--- src/rtl/i2s_transmitter.sv ---
// I2S serializer: one stereo pair per 64-BCLK frame, BCLK/LRCLK divided from the audio clock, one-entry holding register.
// Optional build macro I2S_UNDERRUN_HOLD_EN: on underrun, replay the previous pair instead of emitting silence.
module i2s_transmitter #(
  parameter int AUDIO_BIT_WIDTH = 24,
  parameter int SLOT_WIDTH      = 32,
  parameter int MCLK_PER_BCLK   = 6
) (
  input  logic                       i_clock,
  input  logic                       i_reset,
  input  logic [AUDIO_BIT_WIDTH-1:0] i_sample_left,
  input  logic [AUDIO_BIT_WIDTH-1:0] i_sample_right,
  input  logic                       i_sample_valid,
  output logic                       o_sample_ready,
  output logic                       o_bclk,
  output logic                       o_lrclk,
  output logic                       o_sdata,
  output logic                       o_underrun
);

  localparam int DW = $clog2(MCLK_PER_BCLK);
  localparam int BW = $clog2(2 * SLOT_WIDTH);
  localparam logic [DW-1:0] D_LAST = DW'(MCLK_PER_BCLK - 1);
  localparam logic [DW-1:0] D_HALF = DW'(MCLK_PER_BCLK / 2);
  localparam logic [BW-1:0] B_LAST = BW'(2 * SLOT_WIDTH - 1);
  localparam logic [BW-1:0] B_SLOT = BW'(SLOT_WIDTH);

  logic [DW-1:0]              r_d;
  logic [BW-1:0]              r_b;
  logic                       r_bclk, r_lrclk, r_sdata, r_underrun;
  logic                       r_sample_ready;
  logic                       r_first;
  logic [AUDIO_BIT_WIDTH-1:0] r_hold_l, r_hold_r;
  logic [AUDIO_BIT_WIDTH-1:0] r_shift_l, r_shift_r;

  logic                       w_f, w_load, w_lr_next, w_bit;
  logic [DW-1:0]              w_d_next;
  logic [BW-1:0]              w_b_next, w_p_next;
  logic [AUDIO_BIT_WIDTH-1:0] w_word;

  assign w_f       = (r_d == D_LAST);
  assign w_d_next  = w_f ? '0 : r_d + DW'(1);
  assign w_load    = w_f && (r_b == B_LAST);
  assign w_b_next  = !w_f ? r_b : (w_load ? '0 : r_b + BW'(1));
  assign w_lr_next = (w_b_next >= B_SLOT);
  assign w_p_next  = w_lr_next ? w_b_next - B_SLOT : w_b_next;
  assign w_word    = w_lr_next ? r_shift_r : r_shift_l;

  // Slot position p carries sample bit [AUDIO_BIT_WIDTH-p]; p=0 is the one-BCLK I2S delay.
  always_comb begin
    w_bit = 1'b0;
    for (int i = 1; i <= AUDIO_BIT_WIDTH; i++) begin
      if (w_p_next == BW'(i)) w_bit = w_word[AUDIO_BIT_WIDTH-i];
    end
  end

  always_ff @(posedge i_clock) begin
    if (i_reset) begin
      r_d            <= '0;
      r_b            <= '0;
      r_bclk         <= 1'b0;
      r_lrclk        <= 1'b0;
      r_sdata        <= 1'b0;
      r_underrun     <= 1'b0;
      r_sample_ready <= 1'b1;
      r_first        <= 1'b1;
      r_hold_l       <= '0;
      r_hold_r       <= '0;
      r_shift_l      <= '0;
      r_shift_r      <= '0;
    end else begin
      r_d        <= w_d_next;
      r_b        <= w_b_next;
      r_bclk     <= (w_d_next >= D_HALF);
      r_underrun <= 1'b0;
      if (w_f) begin
        r_lrclk <= w_lr_next;
        r_sdata <= w_bit;
      end
      if (w_load) begin
        r_first <= 1'b0;
        if (!r_sample_ready) begin
          r_shift_l      <= r_hold_l;
          r_shift_r      <= r_hold_r;
          r_sample_ready <= 1'b1;
        end else begin
          r_underrun <= !r_first;
`ifdef I2S_UNDERRUN_HOLD_EN
          r_shift_l <= r_shift_l;
          r_shift_r <= r_shift_r;
`else
          r_shift_l <= '0;
          r_shift_r <= '0;
`endif
        end
      end
      // A pair accepted on the load edge itself waits in holding for the next frame.
      if (i_sample_valid && r_sample_ready) begin
        r_hold_l       <= i_sample_left;
        r_hold_r       <= i_sample_right;
        r_sample_ready <= 1'b0;
      end
    end
  end

  assign o_sample_ready = r_sample_ready;
  assign o_bclk         = r_bclk;
  assign o_lrclk        = r_lrclk;
  assign o_sdata        = r_sdata;
  assign o_underrun     = r_underrun;

endmodule

--- config.mk ---
export PLATFORM = sky130hd
export DESIGN_NAME = i2s_transmitter
export DESIGN_NICKNAME = d
export VERILOG_FILES = /design/src/rtl/i2s_transmitter.sv
export SDC_FILE = /design/constraint.sdc
export NUM_CORES = 1
export LEC_CHECK = 0
export CAP_MARGIN = 20
export CORE_ASPECT_RATIO = 1.1
export CORE_MARGIN = 2
export CORE_UTILIZATION = 56
export DETAILED_ROUTE_END_ITERATION = 12
export GPL_TIMING_DRIVEN = 1
export PLACE_DENSITY_LB_ADDON = 0.12
export SLEW_MARGIN = 40
export SYNTH_ARGS = -nofsm -noshare
export SYNTH_HDL_FRONTEND = slang
export SYNTH_SLANG_ARGS = --single-unit
--- constraint.sdc ---
create_clock -name i_clock -period 3.1 [get_ports i_clock]
set_clock_uncertainty 0.15 [all_clocks]
set_input_delay 0.93 -clock i_clock [delete_from_list [all_inputs] [get_ports i_clock]]
set_output_delay 0.93 -clock i_clock [all_outputs]
set_load 0.02 [all_outputs]
==> results.py <==
metrics = {
    "setup_path": {
        "crit_path_end_kind": "register",
        "critPathLaunchType": "register",
        "critPathLaunch": "r_b[0]$_SDFF_PP0_",
        "r2r-start": "r_b[0]$_SDFF_PP0_",
        "r2r_cells": 9,
        "crit_type": "reg -> reg",
        "crit_fanout": 8,
        "cp_data_required_time_ns": 3.25,
        "slowest_delay_ns": 0.46,
        "worstPathCellList": "ha_1 -> and3_1 -> a211oi_2 -> a22o_1 -> o221ai_1 -> o2111ai_1 -> o211ai_1 -> a311o_1 -> a21oi_1",
        "arrival_ns": 2.96,
        "cpMaxStageDelayCell": "a22o_1",
    },
    "drt": {
        "vias_per_cell": 5.943,
        "wirelength_mm": 11.69,
        "drcViolationCount": 0,
        "dr.pass1.iters": 5,
        "ant_nets": 0,
        "vias": 4136,
        "routedWlPerCell_um": 16.80,
        "drtIter0Drc": 299,
    },
    "synth": {
        "synth_ff_type": "dfxtp_1",
        "synth_cell_types": 65,
        "syn_avg_cell_area_um2": 8.786,
        "ys_seq_area_share_pct": 46.58,
        "ys_top_cells_by_count": "123 x nand2_1, 111 x dfxtp_1, 66 x a21oi_1, 50 x a22o_1, 24 x clkbuf_1",
        "yosys.area_share.adder_pct": 0.2623,
        "synth_nets": 595,
        "synthCells": 543,
        "netlist_area_um2": 4771,
        "synth_compound_area_share_pct": 27.12,
        "yosysTopAreaCell": "dfxtp_1",
        "synth_xor_area_share_pct": 0.5507,
        "yosysWarnings": 0,
        "synth_area_leaders": "dfxtp_1 47%, nand2_1 9.7%, a22o_1 9.2%",
        "synth_most_common_cell": "nand2_1",
        "synth_seq_cells": 111,
        "synth_top_area_share_pct": 46.58,
        "synth_edf_count": 0,
        "synthSimpleGateAreaFrac_pct": 17.89,
        "synthArstFlopShare_pct": 0,
        "synthMuxAreaShare_pct": 2.675,
        "synth_top_family_by_area": "compound AO/OA/AOI/OAI gates",
    },
    "floorplanning": {
        "start_util_pct": 57.34,
        "die_area_um2": 9275,
        "core_area_um2": 8320,
        "die_w_um": 92.01,
        "rows": 35,
        "die_h_um": 100.8,
        "io_pins": 56,
    },
    "timing": {
        "worstMarginPinSlew_ns": 0.5662,
        "final-setup-viol-count": 0,
        "min_period_ns": 2.809,
        "hold_viol_final": 0,
        "fin_tns_setup_ns": 0,
        "drv_slew": 0,
        "setup_ws_ns": 0.2911,
        "fin_crit_sh_pct": 90.61,
        "relSlewSlack_pct": 61.96,
        "max_freq_mhz": 356.0,
        "rsz0062_at_grt": "no",
    },
    "clock_network": {
        "cts_tree": "done",
        "clk_pin_slew_ns": 0.11,
        "cts_sinks": 111,
        "cts_buffer_depth": 2,
        "cts_resized": 0,
        "ctsHoldBuffers": 0,
        "numCtsBuffers": 9,
        "insertion_delay_ns": 0.37,
        "cts-root-buf": "clkbuf_8",
        "cts_max_level": 3,
        "cts_setup_buffers": 0,
    },
    "final_layout": {
        "antenna-diode-count": 0,
        "multi_input_area_um2": 2330,
        "area_growth_pct": 17.15,
        "final_cell_area_um2": 5589,
        "seq_area_um2": 2222,
        "fin_cells": 696,
        "drive_gt1_share_pct": 9.402,
        "nets": 632,
        "post-route-util_pct": 67.17,
        "nFillCells": 715,
    },
    "global_routing": {
        "busiest_layer": "met2",
        "grt_pass1_vias": 3860,
        "grtUsageMet3_pct": 4.263,
        "grt_max_degree": 49,
        "antenna_found_initial": 0,
        "track_usage_pct": 26.24,
        "gr-usage-met1_pct": 35.60,
        "grt_pass1_wl_mm": 19.26,
        "grt-ovfl-total": 0,
        "met2_usage_pct": 42.14,
    },
    "pwr": {
        "swShare_pct": 25.85,
        "p_comb_share_pct": 9.2,
        "internal-power_w": 0.001898,
        "power.density_nw_per_um2": 457.9,
        "clockPowerShare_pct": 32.4,
        "seq_power_share_pct": 58.4,
        "p_leak_nw": 2.096,
        "net-switching-power_w": 0.0006615,
        "ir_worst_vdd_v": 0.0003756,
    },
    "place": {
        "io_buffers": 55,
        "post-place-ws_ns": 0.4188,
        "placed_area_um2": 5399,
        "dp_hpwl_mm": 8.419,
        "dp_cells": 680,
        "place_congestion": 0.9236,
    },
    "job": {
        "timing.max_cap.violations": 0,
    },
    "min_path": {
        "hold_depth": 2,
        "hp-class": "reg -> reg",
        "min_from": "r_hold_r[8]$_SDFFE_PP0P_",
    },
    "outcome": {
        "status": "finished, final reports clean",
    },
}
[power by group through the flow]
| stage | Clock (W) | Sequential, W | Combinational (W) |
|---|---|---|---|
| 5_1_grt | 0.000904 | 0.00150 | 0.000262 |
| 2_1_floorplan | 0 | 0.00152 | 0.000132 |
| 6_report | 0.000830 | 0.00150 | 0.000234 |
| 3_3_place_gp | 0 | 0.00153 | 0.000226 |
| 3_5_place_dp | 0 | 0.00153 | 0.000234 |
| 4_1_cts | 0.000852 | 0.00150 | 0.000235 |
[stage by stage]
stage               power (W)  hold WS [ns]
floorplan            0.001654        0.2495
global route         0.002667        0.3257
finish               0.002560        0.3115
global placement     0.001752        0.2722
CTS                  0.002583        0.3087
detailed placement   0.001763        0.2895
[kinds of logic after synthesis]
group,Yosys count
and+or+nand+nor,186
AOI/OAI and AO/OA,181
DFF,111
buffers and inverters,49
muxes,12
xor gates and xnor gates,3
adders and majority gates,1
[final cells by class]
cell class / instances / share of cell area, %
inverter: 4 / 0.2686
clock buffer: 10 / 2.283
clock inverter: 6 / 1.119
timing repair buffer: 71 / 12.40
sequential: 111 / 39.76
multi-input combinational: 383 / 41.68
tap: 111 / 2.485
[layout by cell type, fill, tap and decap left out, types with 3 or more instances in the layout]
cell type        instances
a21o_1                   3
nor2_1                  17
a32oi_1                  3
o211ai_1                 5
a21boi_0                 3
clkdlybuf4s50_1         54
nand2b_1                 8
o221ai_1                 3
mux2i_1                  6
a31oi_1                  9
dfxtp_1                111
and3_1                   3
inv_1                    4
o21ai_0                 12
a21oi_1                 65
mux2_2                   5
a211oi_1                 3
nand2_1                123
clkbuf_8                 9
o22ai_1                  3
nand3_1                  8
buf_4                   13
a22o_1                  50
nor3_1                   6
[routing by layer]
metal  vias to the layer above  share of wire, %
met5                         -                 0
met4                         0               2.6
met3                        27               4.4
met2                       118                47
met1                      1970                46
li1                       2021                 -
[registers in the layout, indices dropped and copies added, names as in the netlist, 3 cells and up]
register   flops
r_hold_r      24
r_b            6
r_hold_l      24
r_d            3
r_shift_r     24
r_shift_l     24
[final timing paths]
| kind | slack, ns | endpoint |
|---|---|---|
| setup / recovery | 0.29 | o_sdata$_SDFFE_PP0N_ |
| hold / removal | 0.31 | r_hold_r[8]$_SDFFE_PP0P_ |
| setup reg to reg | 0.29 | o_sdata$_SDFFE_PP0N_ |
| hold reg to reg | 0.31 | r_hold_r[8]$_SDFFE_PP0P_ |
[critical path: cells and delay by family, from the launching register on]
kind	cells	cell delay (ns)
flops	1	0.33
simple gates	1	0.25
compound gates	7	1.72
fa+ha+maj	1	0.28
Note: power is estimated with default switching activity, not from simulation.
